**src/rtl/accum_sequencer.sv**
```systemverilog
// fp16 accumulation job sequencer with valid/ready operand and result ports.
// Includes the combinational fp16 adder used on the accumulate path.
module adder_IEEE754_16bit #(
  parameter int WIDTH = 16
) (
  input  logic [WIDTH-1:0] a,
  input  logic [WIDTH-1:0] b,
  input  logic             sub,
  output logic [WIDTH-1:0] sum
);

  logic        b_sgn;
  logic        a_nan;
  logic        b_nan;
  logic        a_inf;
  logic        b_inf;
  logic        swap;
  logic        sl;
  logic        ss;
  logic [4:0]  el;
  logic [4:0]  es;
  logic [9:0]  ml;
  logic [9:0]  ms;
  logic [10:0] sig_l;
  logic [10:0] sig_s;
  logic [5:0]  exl;
  logic [5:0]  exs;
  logic [5:0]  d;
  logic [3:0]  dc;
  logic [27:0] al;
  logic [13:0] ml14;
  logic [13:0] ms14;
  logic        eff_sub;
  logic [14:0] s;
  logic [3:0]  lz;
  logic [5:0]  lim;
  logic [3:0]  shl;
  logic [13:0] n;
  logic [6:0]  e;
  logic        rup;
  logic [11:0] rm;
  logic [6:0]  ef;
  logic [9:0]  ff;
  logic        sgn;

  always_comb begin
    b_sgn = b[15] ^ sub;
    a_nan = (&a[14:10]) && (|a[9:0]);
    b_nan = (&b[14:10]) && (|b[9:0]);
    a_inf = (&a[14:10]) && !(|a[9:0]);
    b_inf = (&b[14:10]) && !(|b[9:0]);

    swap = b[14:0] > a[14:0];
    sl = swap ? b_sgn : a[15];
    ss = swap ? a[15] : b_sgn;
    {el, ml} = swap ? b[14:0] : a[14:0];
    {es, ms} = swap ? a[14:0] : b[14:0];

    sig_l = {|el, ml};
    sig_s = {|es, ms};
    exl = (el == 5'd0) ? 6'd1 : {1'b0, el};
    exs = (es == 5'd0) ? 6'd1 : {1'b0, es};
    d  = exl - exs;
    dc = (d > 6'd15) ? 4'd15 : d[3:0];

    // Three guard bits; everything shifted past them collapses to sticky.
    al   = {sig_s, 3'b000, 14'b0} >> dc;
    ms14 = al[27:14] | {13'b0, |al[13:0]};
    ml14 = {sig_l, 3'b000};

    eff_sub = sl ^ ss;
    s = eff_sub ? ({1'b0, ml14} - {1'b0, ms14})
                : ({1'b0, ml14} + {1'b0, ms14});

    lz = 4'd14;
    for (int i = 0; i < 14; i++) begin
      if (s[i]) lz = 4'(13 - i);
    end

    lim = exl - 6'd1;
    shl = 4'd0;
    e   = {1'b0, exl};
    if (s[14]) begin
      n = {s[14:2], s[1] | s[0]};
      e = e + 7'd1;
    end else begin
      shl = ({2'b0, lz} > lim) ? lim[3:0] : lz;
      n   = s[13:0] << shl;
      e   = e - {3'b0, shl};
    end

    rup = n[2] & (n[1] | n[0] | n[3]);
    rm  = {1'b0, n[13:3]} + {11'b0, rup};
    if (rm[11]) begin
      ef = e + 7'd1;
      ff = 10'd0;
    end else begin
      ef = rm[10] ? e : 7'd0;
      ff = rm[9:0];
    end

    sgn = (s == 15'd0 && eff_sub) ? 1'b0 : sl;
    if (ef >= 7'd31) sum = {sgn, 5'h1f, 10'h0};
    else             sum = {sgn, ef[4:0], ff};

    if (a_nan || b_nan)
      sum = 16'h7e00;
    else if (a_inf && b_inf && (a[15] != b_sgn))
      sum = 16'h7e00;
    else if (a_inf)
      sum = {a[15], 5'h1f, 10'h0};
    else if (b_inf)
      sum = {b_sgn, 5'h1f, 10'h0};
  end

endmodule

module accum_sequencer #(
  parameter int WIDTH = 16,
  parameter int CNT_W = 8
) (
  input  logic             clk,
  input  logic             reset_n,
  input  logic             start,
  input  logic [CNT_W-1:0] len,
  input  logic             clear,
  output logic             busy,
  input  logic             in_valid,
  input  logic [WIDTH-1:0] in_data,
  output logic             in_ready,
  output logic             out_valid,
  output logic [WIDTH-1:0] out_data,
  input  logic             out_ready,
  output logic [CNT_W-1:0] elem_count
);

  typedef enum logic [1:0] {
    IDLE,
    ACCUM,
    DONE
  } state_e;

  state_e           state_q, state_d;
  logic [WIDTH-1:0] sum_q, sum_d;
  logic [CNT_W-1:0] rem_q, rem_d;
  logic [CNT_W-1:0] cnt_q, cnt_d;
  logic             busy_q, busy_d;
  logic             rdy_q, rdy_d;
  logic             vld_q, vld_d;
  logic [WIDTH-1:0] add_sum;

  adder_IEEE754_16bit #(
    .WIDTH(WIDTH)
  ) u_add (
    .a  (sum_q),
    .b  (in_data),
    .sub(1'b0),
    .sum(add_sum)
  );

  always_comb begin
    state_d = state_q;
    sum_d   = sum_q;
    rem_d   = rem_q;
    cnt_d   = cnt_q;
    if (clear) begin
      state_d = IDLE;
      sum_d   = '0;
      rem_d   = '0;
      cnt_d   = '0;
    end else begin
      unique case (state_q)
        IDLE: begin
          if (start) begin
            sum_d = '0;
            cnt_d = '0;
            rem_d = len;
            state_d = (len == '0) ? DONE : ACCUM;
          end
        end
        ACCUM: begin
          if (in_valid) begin
            sum_d = add_sum;
            rem_d = rem_q - 1'b1;
            cnt_d = cnt_q + 1'b1;
            if (rem_q == CNT_W'(1)) state_d = DONE;
          end
        end
        DONE: begin
          if (out_ready) state_d = IDLE;
        end
        default: state_d = IDLE;
      endcase
    end
    busy_d = (state_d != IDLE);
    rdy_d  = (state_d == ACCUM);
    vld_d  = (state_d == DONE);
  end

  always_ff @(posedge clk or negedge reset_n) begin
    if (!reset_n) begin
      state_q <= IDLE;
      sum_q   <= '0;
      rem_q   <= '0;
      cnt_q   <= '0;
      busy_q  <= 1'b0;
      rdy_q   <= 1'b0;
      vld_q   <= 1'b0;
    end else begin
      state_q <= state_d;
      sum_q   <= sum_d;
      rem_q   <= rem_d;
      cnt_q   <= cnt_d;
      busy_q  <= busy_d;
      rdy_q   <= rdy_d;
      vld_q   <= vld_d;
    end
  end

  // An abort must never let the operand on the bus be taken.
  assign in_ready   = rdy_q & ~clear;
  assign busy       = busy_q;
  assign out_valid  = vld_q;
  assign out_data   = sum_q;
  assign elem_count = cnt_q;

endmodule

```
**config.mk**
```make
export PLATFORM = sky130hd
export DESIGN_NAME = accum_sequencer
export DESIGN_NICKNAME = d
export VERILOG_FILES = /design/src/rtl/accum_sequencer.sv
export SDC_FILE = /design/constraint.sdc
export NUM_CORES = 1
export LEC_CHECK = 0
export ABC_AREA = 0
export CORE_MARGIN = 4
export CORE_UTILIZATION = 55
export CTS_CLUSTER_DIAMETER = 30
export DETAILED_ROUTE_END_ITERATION = 12
export PLACE_DENSITY = 0.83
export RECOVER_POWER = 100
export SYNTH_ARGS = -nofsm -noshare
export SYNTH_HDL_FRONTEND = slang
export SYNTH_SLANG_ARGS = --single-unit
```
**constraint.sdc**
```tcl
create_clock -name clk -period 15.6 [get_ports clk]
set_clock_uncertainty 0.2 [all_clocks]
set_input_delay 3.9 -clock clk [delete_from_list [all_inputs] [get_ports clk]]
set_output_delay 3.9 -clock clk [all_outputs]
set_load 0.03 [all_outputs]
```
==> flow_summary.ini, run 1 <==
[synth]
synth_commonest_cells = nand2_1, nor2_1, a21oi_1, o21ai_0, inv_1
synth_area_um2 = 7930
yosysMostFrequentCell = nand2_1
synth-edff-count = 0
synth_cell_type_count = 108
synth_seq_area_share = 0.117
synth_seq_cells = 37
synth_area_leader_cell = dfrtp_1
ys.flop_type = dfrtp_1
yosys.area.top_type_share = 0.117
synthCells = 1100
yosys-top-cells-area = dfrtp_1, ha_1, nand2_1, a21oi_1, o21ai_0
async_flop_share = 1.00
syn_nets = 1191
syn_avg_cell_area_um2 = 7.21
ys_warn_count = 0

[floorplanning]
io_pins = 57
die_h_um = 128
num_rows = 43
initial_core_util = 0.567
chipWidth_um = 128

[sta]
worst_endpoint = out_data[4]$_DFFE_PN0P_/D
worst_path_end_type = register data pin

[cts]
cts_buffers = 5
clock_sinks = 37
cts_root_buffer = clkbuf_16
clockBufferDepth = 2
cts-hold-fix-buffers = 0
h-tree-depth = 2

[placed_design]
placed_cells = 1598
routabilityCongestion = 1.16
place_area_um2 = 11000
portBuffers = 56
hpwl_um = 26000

[global_route]
overflow = 52
grt_usage = 0.796
grt_max_degree = 38

[run_status]
stop_stage = 5_1_grt
error_line = [ERROR GRT-0232] Routing congestion too high. Check the congestion heatmap in the GUI.
status = aborted with a tool error
-- metrics by stage --
step,setup TNS (ps),hold slack [ps],util,setup slack [ps]
global placement,-2970,293,0.785,-247
CTS,0,343,0.813,7.65
floorplan,0,271,-,7.44
detailed placement,-12080,330,0.785,-895
-- what timing repair did --
action | 4_1_cts
pin swaps | 28
endpoints found under the setup margin | 15
buffers inserted | 12
gates resized for setup | 44
hold endpoints to repair | 0
cloned | 1
-- kinds of logic after synthesis --
logic type               synth area share
multiplexers                       0.0544
flip-flops                          0.117
AND/OR/NAND/NOR                     0.253
AO/OA/AOI/OAI                       0.384
XOR/XNOR                           0.0385
buffers and inverters              0.0549
adder cells (fa/ha/maj)            0.0991
-- routing by layer --
metal  GRT usage  overflow
met1       0.759         1
met4       0.785        25
met2       0.916        24
met3       0.740         1
met5       0.502         1
==> inputs of run 2 (changes only) <==
- CORE_UTILIZATION: 55 -> 40
- CTS_CLUSTER_DIAMETER: 30 -> not set
- PLACE_DENSITY: 0.83 -> not set
- PLACE_DENSITY_LB_ADDON: not set -> 0.15
==> run 2 against run 1 <==
Against the previous run:
- the flow now finishes, with violations (capacitance limit, slew limit)
- synthesized cell count is the same
- area after synthesis is the same
==> flow_summary.ini, run 2 <==
[synth]
synth_seq_area_share = 0.117
synth_area_leader_cell = dfrtp_1
ys.flop_type = dfrtp_1
ys_warn_count = 0
synth_seq_cells = 37
synth_area_um2 = 7930
async_flop_share = 1.00
syn_nets = 1191
yosys.area.top_type_share = 0.117
synth_cell_type_count = 108
yosys-top-cells-area = dfrtp_1, ha_1, nand2_1, a21oi_1, o21ai_0
yosysMostFrequentCell = nand2_1
synthCells = 1100
synth-edff-count = 0
syn_avg_cell_area_um2 = 7.21
synth_commonest_cells = nand2_1, nor2_1, a21oi_1, o21ai_0, inv_1

[critical_path]
worst-path-max-fanout = 5
slowest_stage = or4_4
crit_start = in_data[7]
r2r_start = out_data[8]
path_class = input pin to flop
cp-start-kind = input pin
cp.arrival_ps = 15330
cp.required_ps = 15520
cpPeakStageDelay_ps = 420
path_common_cell = buf_4
end_kind = flop

[cts]
clock_latency_ps = 280
h-tree-depth = 2
clkTransAtPathRegs_ps = 60
clock_sinks = 37
tritoncts = yes
cts_buffers = 5
cts_root_buffer = clkbuf_16
clockBufferDepth = 2

[finish]
synthToLayoutAreaGrowth_pct = 67.4
fin_cells = 1834
drive_gt1_frac = 0.429
utilization = 0.682
diodes = 0
layout_common_cells = buf_4, nand2_1, nor2_1
largest_reg_flops = 16
layout_commonest_cell = buf_4
nFillCells = 1615
finalNetCount = 1659

[route]
drc = 0
dr_total_vias = 11000
drt_iter0_drc = 1045
wl_per_cell_um = 20.0
wl_um = 36700
ant_nets = 0
vias_per_cell = 5.98
drt_pass1_iterations = 5

[sta]
period_share = 0.988
final_hold_viol_count = 0
fin_crit_ps = 15410
finalWorstSetupSlack_ps = 185
max_freq_ghz = 0.0649
finalSetupViolCount = 0
fin_hold_ws_ps = 349
slew_violations = 38
rsz0062_at_grt = true
relSlewSlack = -0.279
worst_slew_pin_slew_ps = 1920

[global_route]
overflow = 0
grt_pass1_wl_um = 56000
antenna_found_initial = 0
grt_usage = 0.314
grt_max_degree = 38
grt_pass1_vias = 10400

[placed_design]
hpwl_um = 28200
place_ws_ps = -779
routabilityCongestion = 0.990
portBuffers = 56
placed_cells = 1752

[floorplanning]
die_area_um2 = 22100
core_um2 = 19500
num_rows = 51
io_pins = 57
initial_core_util = 0.407
chipWidth_um = 149
die_h_um = 149

[hold_path]
hp-class = flop to flop
hold_start = rem_q[7]

[run_status]
violations = capacitance limit, slew limit
status = complete, but fails checks

[job]
maxCapViolCount = 1
[run 2: layout make-up]
class	count	area [um^2]	share of cell area
multi-input cells	957	7590	0.572
inverters	62	238	0.0179
clock inverters	3	17.5	0.00132
well taps	265	332	0.0250
flip-flops and latches	37	926	0.0697
clock buffers	5	125	0.00942
repair buffers	505	4050	0.305
[run 2: cell families after synthesis]
| group | Yosys count | synth area share |
|---|---|---|
| compound gates | 422 | 0.384 |
| simple gates | 400 | 0.253 |
| buf+inv | 107 | 0.0549 |
| fa+ha+maj | 61 | 0.0991 |
| mux | 39 | 0.0544 |
| flops | 37 | 0.117 |
| xor+xnor | 34 | 0.0385 |
[run 2: routing by layer]
layer  GRT usage  vias up  routed length (um)
li1            -     5191                   -
met1       0.425     5201               15500
met2       0.525      469               17100
met3      0.0304      105                2450
met4       0.110        0                1620
met5           0        -                   0
[run 2: through the flow]
stage	setup TNS, ps	cell area, um^2
global placement	-8210	11600
detailed placement	-10510	11600
floorplan	0	8070
CTS	0	12600
global route	-2250	13300
finish	0	13300
[run 2: critical path: cells and delay by family]
family                   cells  cell delay (ps)
AO/OA/AOI/OAI               25             4860
adder cells (fa/ha/maj)      5             1220
buffers and inverters       16             2070
XOR/XNOR                     1              150
multiplexers                 2              640
AND/OR/NAND/NOR             11             2450
[run 2: final timing paths]
| check | end | slack [ps] | cells past startpoint |
|---|---|---|---|
| worst max-delay path | out_data[3] | 190 | 60 |
| min in group asynchronous | rdy_q | 3950 | 1 |
| worst min-delay path | rem_q[7] | 350 | 2 |
| worst max register to register | out_data[3] | 2970 | 60 |
| max in group asynchronous | elem_count[7] | 10150 | 1 |
| worst min register to register | rem_q[7] | 350 | 2 |
[run 2: timing repair]
item                                    in CTS  in global routing
buffers inserted                            58                 17
hold buffers                                 0                  0
endpoints found under the setup margin      15                 15
gates resized for setup                     79                151
gates cloned                                 1                  0
pin swaps                                   54                 63
Power of run 2 is not shown: default switching activity piles up to over one toggle a cycle in this logic, so the estimate is an artifact.
